===== config.mk =====
export PLATFORM = sky130hd
export DESIGN_NAME = x86_prefetch_queue
export DESIGN_NICKNAME = d
export VERILOG_FILES = /design/src/rtl/x86_pkg.sv /design/src/rtl/x86_pq_window.sv /design/src/rtl/x86_prefetch_queue.sv
export SDC_FILE = /design/constraint.sdc
export NUM_CORES = 1
export LEC_CHECK = 0
export CORE_ASPECT_RATIO = 0.5
export CORE_MARGIN = 5
export CORE_UTILIZATION = 51
export CTS_BUF_LIST = sky130_fd_sc_hd__clkbuf_4 sky130_fd_sc_hd__clkbuf_8 sky130_fd_sc_hd__clkbuf_16
export CTS_CLUSTER_SIZE = 24
export DETAILED_ROUTE_END_ITERATION = 10
export PLACE_DENSITY = 0.85
export SLEW_MARGIN = 20
export SYNTH_ARGS = -nofsm -noshare
export SYNTH_HDL_FRONTEND = slang
export SYNTH_HIERARCHICAL = 1
export SYNTH_SLANG_ARGS = --single-unit

===== constraint.sdc =====
create_clock -name clock -period 3.8 [get_ports clock]
set_clock_uncertainty 0.15 [all_clocks]
set_input_delay 0.57 -clock clock [delete_from_list [all_inputs] [get_ports clock]]
set_output_delay 0.57 -clock clock [all_outputs]
set_load 0.01 [all_outputs]

===== src/rtl/x86_pkg.sv =====
// Shared constants for the x86 core front end.
//   BUS_WIDTH         : code bus data width in bits
//   BYTE_LANES        : bytes per bus word
//   DEFAULT_RESET_EIP : instruction pointer after reset
package x86_pkg;
    localparam int          BUS_WIDTH         = 32;
    localparam int          BYTE_LANES        = 4;
    localparam logic [31:0] DEFAULT_RESET_EIP = 32'h0000_0000;
endpackage


===== src/rtl/x86_pq_window.sv =====
// Byte rotator for the prefetch queue: presents WINDOW_BYTES bytes of the
// circular buffer starting at byte index rd_ptr, wrapping around the end.
//   words  : flattened buffer, word w in bits [w*32 +: 32], little-endian
//   rd_ptr : byte index of window byte 0
//   window : byte i in bits [i*8 +: 8]
module x86_pq_window
    import x86_pkg::*;
#(
    parameter int  DEPTH_WORDS  = 4,
    parameter int  WINDOW_BYTES = 8,
    localparam int BYTES        = DEPTH_WORDS * BYTE_LANES,
    localparam int PW           = $clog2(BYTES)
) (
    input  logic [DEPTH_WORDS*BUS_WIDTH-1:0] words,
    input  logic [PW-1:0]                    rd_ptr,
    output logic [WINDOW_BYTES*8-1:0]        window
);

    logic [7:0] byte_lane [BYTES];

    for (genvar b = 0; b < BYTES; b++) begin : g_lane
        assign byte_lane[b] = words[b*8 +: 8];
    end

    // Buffer size is a power of two, so the PW-bit sum wraps naturally.
    always_comb begin
        window = '0;
        for (int i = 0; i < WINDOW_BYTES; i++) begin
            window[i*8 +: 8] = byte_lane[rd_ptr + PW'(i)];
        end
    end

endmodule


===== src/rtl/x86_prefetch_queue.sv =====
// Instruction prefetch queue. Fetches aligned dwords from the code bus into a
// circular buffer and presents the decoder with a byte window at EIP.
//   clock, reset_n          : clock, asynchronous active-low reset
//   o_address, o_rd         : fetch request (dword-aligned address)
//   i_ack, i_data           : memory accept strobe and same-cycle data
//   flush, flush_eip        : restart fetching at any byte address
//   o_window, o_avail       : decoder window and count of valid bytes in it
//   consume, consume_bytes  : retire bytes from the front of the window
//   o_eip                   : address of window byte 0
//
// Handshake: a word transfers on any rising edge where o_rd and i_ack are both
// high; i_data is taken in that same cycle. o_rd depends on registers only, so
// memory may look at it without a combinational loop back through i_ack.
module x86_prefetch_queue
    import x86_pkg::*;
#(
    parameter int          DEPTH_WORDS  = 4,
    parameter int          WINDOW_BYTES = 8,
    parameter logic [31:0] RESET_EIP    = DEFAULT_RESET_EIP,
    localparam int         AW           = $clog2(WINDOW_BYTES + 1)
) (
    input  logic                      clock,
    input  logic                      reset_n,
    output logic [31:0]               o_address,
    output logic                      o_rd,
    input  logic                      i_ack,
    input  logic [31:0]               i_data,
    input  logic                      flush,
    input  logic [31:0]               flush_eip,
    output logic [WINDOW_BYTES*8-1:0] o_window,
    output logic [AW-1:0]             o_avail,
    input  logic                      consume,
    input  logic [AW-1:0]             consume_bytes,
    output logic [31:0]               o_eip
);

    localparam int BYTES = DEPTH_WORDS * BYTE_LANES;
    localparam int PW    = $clog2(BYTES);
    localparam int WW    = $clog2(DEPTH_WORDS);
    localparam int LW    = $clog2(BYTES + 1);
    localparam int OW    = LW + 1;

    logic [PW-1:0]       rd_ptr;
    logic [WW-1:0]       wr_ptr;
    logic [LW-1:0]       level;
    logic [1:0]          skip;
    logic                run;
    logic [29:0]         fetch_word;
    logic [31:0]         eip;
    logic [BUS_WIDTH-1:0] mem [DEPTH_WORDS];

    logic [DEPTH_WORDS*BUS_WIDTH-1:0] words;
    logic [OW-1:0]       occupied;
    logic                transfer;
    logic [AW-1:0]       consume_eff;
    logic [LW-1:0]       added;
    logic [LW-1:0]       level_next;

    for (genvar w = 0; w < DEPTH_WORDS; w++) begin : g_flat
        assign words[w*BUS_WIDTH +: BUS_WIDTH] = mem[w];
    end

    // Words holding unread bytes, counting the partially consumed first word.
    // After an unaligned flush this is already 1: the pending word is reserved.
    assign occupied = (OW'(rd_ptr[1:0]) + OW'(level) + OW'(3)) >> 2;

    assign o_rd      = run & (occupied < OW'(DEPTH_WORDS));
    assign transfer  = o_rd & i_ack;
    assign o_address = {fetch_word, 2'b00};
    assign o_eip     = eip;
    assign o_avail   = (level > LW'(WINDOW_BYTES)) ? AW'(WINDOW_BYTES) : AW'(level);

    // Oversize consumes are clamped to what the window holds.
    assign consume_eff = !consume ? '0 :
                         (consume_bytes > o_avail) ? o_avail : consume_bytes;
    assign added       = transfer ? LW'(3'd4 - {1'b0, skip}) : '0;
    assign level_next  = level + added - LW'(consume_eff);

    always_ff @(posedge clock or negedge reset_n) begin
        if (!reset_n) begin
            run        <= 1'b0;
            rd_ptr     <= PW'(RESET_EIP[1:0]);
            wr_ptr     <= '0;
            level      <= '0;
            skip       <= RESET_EIP[1:0];
            fetch_word <= RESET_EIP[31:2];
            eip        <= RESET_EIP;
            for (int w = 0; w < DEPTH_WORDS; w++) begin
                mem[w] <= '0;
            end
        end else begin
            run <= 1'b1;
            if (flush) begin
                // Any word acked this cycle belongs to the old stream: dropped.
                fetch_word <= flush_eip[31:2];
                eip        <= flush_eip;
                rd_ptr     <= PW'(flush_eip[1:0]);
                wr_ptr     <= '0;
                level      <= '0;
                skip       <= flush_eip[1:0];
            end else begin
                if (transfer) begin
                    mem[wr_ptr] <= i_data;
                    wr_ptr      <= wr_ptr + WW'(1);
                    fetch_word  <= fetch_word + 30'd1;
                    skip        <= 2'b00;
                end
                rd_ptr <= rd_ptr + PW'(consume_eff);
                eip    <= eip + 32'(consume_eff);
                level  <= level_next;
            end
        end
    end

    x86_pq_window #(
        .DEPTH_WORDS  (DEPTH_WORDS),
        .WINDOW_BYTES (WINDOW_BYTES)
    ) u_window (
        .words  (words),
        .rd_ptr (rd_ptr),
        .window (o_window)
    );

endmodule


==> impl_metrics.json, run 1 <==
{
  "outcome": "finished, violations left",
  "violations": "negative setup slack",
  "area_delta_synth_final_pct": 28.1,
  "finalCritPeriodShare_pct": 100,
  "pre_cts_ws_ps": -340,
  "rr_startpoint": "level[3]",
  "period_minus_slack_ps": 3800,
  "grt_overflow": 0,
  "grt_first_pass_wirelength_mm": 66.1,
  "diodes": 0,
  "start_util_pct": 52.4,
  "rsz0062_at_grt": "yes",
  "place_inst": 1611,
  "hold_viol_final": 0,
  "dr.first_iter.drc_count": 913,
  "wl_per_cell_um": 25.8,
  "dr_total_vias": 10900,
  "syn_area_per_cell_um2": 14.2,
  "drtAntennaViolNets": 0,
  "die_w_um": 250,
  "register_area_um2": 5120,
  "clockRootBuffer": "clkbuf_16",
  "grt_pass1_vias": 11700,
  "r2r_slack_ps": -4,
  "slew_violations": 0,
  "max_stage_delay_ps": 400,
  "antenna_found_initial": 2,
  "drv_cap": 0,
  "reg2reg_depth": 17,
  "switching_power_uw": 5640,
  "crit_chain": "or2_4 -> inv_4 -> nand2_4 -> ha_4 -> nor2b_4 -> o21ai_2 -> a21oi_4 -> mux2i_1 -> nor2b_1 -> ha_2 -> fa_2 -> a21o_1 -> a21oi_4 -> clkbuf_16 -> nor3_1 -> xor2_1 -> mux2_2",
  "crit_fanout": 7,
  "hp-class": "primary input to async pin",
  "swShare_pct": 37.8,
  "fmax_mhz": 263,
  "setup_ws_ps": -4.30,
  "synth_cells": 1038,
  "cp.arrival_ps": 4050,
  "clockPowerShare_pct": 15.5,
  "synth_edf_count": 0,
  "slew_headroom_pct": 31.3,
  "yosysSeqAreaShare_pct": 34.7,
  "cp.required_ps": 4040,
  "cellLeakagePower_uw": 0.00822,
  "drive_gt1_share_pct": 40.0,
  "clock_latency_ps": 500,
  "critPathLaunchType": "register",
  "vias_per_cell": 6.52,
  "cp-end-kind": "register",
  "synthesis.area_um2": 14700,
  "crit_slowest_cell": "dfrtp_2",
  "synthArstFlopShare_pct": 100,
  "yosys_warnings": 6,
  "fillers": 1857,
  "seq_power_share_pct": 23.1,
  "fin_hold_ws_ps": 391,
  "p_comb_share_pct": 61.4,
  "clock_sinks": 204,
  "power_uw": 14900,
  "multi_input_area_um2": 9340,
  "htreeDepth": 1,
  "rr_endpoint": "o_eip[20]",
  "crit_buf_inv": 2,
  "ys.flop_type": "dfrtp_1",
  "ios": 206,
  "yosys_register_bits": 204,
  "die_y_um": 130,
  "dp_hpwl_mm": 28.4,
  "portBuffers": 203,
  "p_per_area_nw_per_um2": 792,
  "floorplan.die_area_um2": 32500,
  "p_int_uw": 9280,
  "drt_wl_total_mm": 43.3,
  "clk_pin_slew_ps": 60,
  "track_usage_pct": 25.5,
  "routabilityCongestion": 0.884,
  "vdd_ir_drop_max_v": 0.000467,
  "yosysUniqueCellTypes": 56,
  "cts_tree": "yes",
  "drt-pass1-iter-count": 5,
  "clockBufferDepth": 3,
  "final_nets": 1391,
  "tightest_slew_ps": 1030,
  "crit_type": "register to register",
  "cts_made_buffers": 21,
  "grt_max_degree": 85,
  "rows": 43,
  "drc": 0,
  "fin_util_pct": 67.2,
  "path_delay_family": "adder cells",
  "core_um2": 28000,
  "cp_common_cell": "a21oi_4",
  "setup_violations": 1,
  "fin_cells": 1677
}
[flip-flops by register name, summed over array words and instances, names as in the netlist]
register / flops
wr_ptr: 2
skip: 2
fetch_word: 30
run: 1
o_eip: 32
level: 5
rd_ptr: 4
mem: 128
[what timing repair did]
item                                    CTS  global route
resized for setup                        36            66
buffers inserted                          7            17
cloned                                    4             2
endpoints found under the hold margin    35             0
pin swaps                                 5            18
endpoints found under the setup margin   70            67
hold buffers                              1             0
[power by group through the flow]
stage	Combinational (uW)	Sequential, uW	Clock [uW]
after global placement	8090	3350	0
final	9150	3450	2320
after CTS	8650	3390	2340
after floorplan	5060	3200	0
after global routing	9610	3510	2430
after detailed placement	8280	3420	0
[worst max path at each step]
stage | depth (start not counted) | to | start | slack [ps]
after floorplan | 17 | o_eip[30] | level[3] | 0.4
after CTS | 17 | o_eip[26] | level[4] | -2
final | 17 | o_eip[20] | level[3] | -4
after global routing | 17 | o_eip[20] | level[3] | -80
after global placement | 15 | level[4] | consume_bytes[0] | -170
after detailed placement | 16 | o_eip[29] | consume_bytes[0] | -340
[through the flow]
stage	TNS (ps)	instance area [um^2]
global route	-931	18800
floorplan	0	14700
global placement	-3050	17300
detailed placement	-6240	17300
finish	-4.30	18800
CTS	-2.04	18300
[synth_stat cells, types with 3 or more instances]
library cell,number,area (um^2)
nand2_1,28,105
clkbuf_1,28,105
o21ai_0,13,65.1
a31o_2,3,26.3
buf_2,20,100
and4_1,4,35.0
nor3_1,15,75.1
xor2_1,43,377
a21oi_1,10,50.1
nand2b_1,4,25.0
nor2b_1,9,56.3
nand3_1,14,70.1
nor2_1,16,60.1
mux4_1,18,473
dfrtp_1,204,5100
inv_1,30,113
a21o_1,6,45.0
mux2i_1,61,611
nand2_4,4,45.0
nor4_1,18,113
ha_1,32,400
fa_1,5,100
buf_4,3,22.5
buf_6,16,180
mux4_2,158,3560
xnor2_1,30,263
mux2_2,171,1930
nand4_1,17,106
mux2_1,8,90.1
o21a_1,3,22.5
nor4b_1,3,26.3
and2_1,3,18.8
buf_1,3,11.3
and3_1,9,56.3
[logic make-up (layout without fill, tap and decap cells)]
group	Yosys count	after routing	share of synthesized area, %
other cells	2	3	0.0511
mux	416	416	45.3
buf+inv	105	361	3.99
compound gates	43	43	1.98
flops	204	204	34.7
simple gates	157	157	6.08
fa+ha+maj	37	37	3.41
xor+xnor	74	74	4.46
[area by class of cell]
cell class	instances	area share (%)
clock inverters	14	1.14
repair buffers	292	16.0
well taps	382	2.54
multi-input cells	730	49.6
flip-flops and latches	204	27.2
inverters	32	0.665
clock buffers	23	2.87
[layer usage]
metal | up-vias | routed length [um] | part of all wire, % | track usage (%)
met4 | 4 | 1500 | 3.5 | 8.02
met1 | 5682 | 16400 | 38 | 31.8
met2 | 589 | 21900 | 51 | 44.3
met3 | 109 | 3490 | 8.1 | 6.73
li1 | 4554 | - | - | -
met5 | - | 28 | 0.065 | 0
[cell usage in the layout (no fill, tap or decap), types with 6 or more instances in the layout]
master / count
o21ai_0: 10
ha_1: 24
dlymetal6s2s_1: 18
mux2_1: 8
dfrtp_1: 199
buf_4: 64
nor2b_1: 6
clkdlybuf4s50_1: 179
buf_12: 8
mux4_1: 18
mux4_2: 158
ha_4: 6
mux2_2: 166
buf_6: 6
nor4_1: 16
a21o_1: 6
nor3_1: 12
xor2_1: 42
nor2_1: 15
and3_1: 9
nand2_1: 26
mux2i_1: 59
nand3_1: 14
nand4_1: 17
inv_1: 28
clkbuf_16: 24
xnor2_1: 26
No activity file was read; power rests on OpenSTA's default activity.
==> run 2, diff against run 1 <==
CAP_MARGIN = 10   (was default)
==> results of run 2 <==
No change in the layout: final DEF, timing and power equal those of run 1.
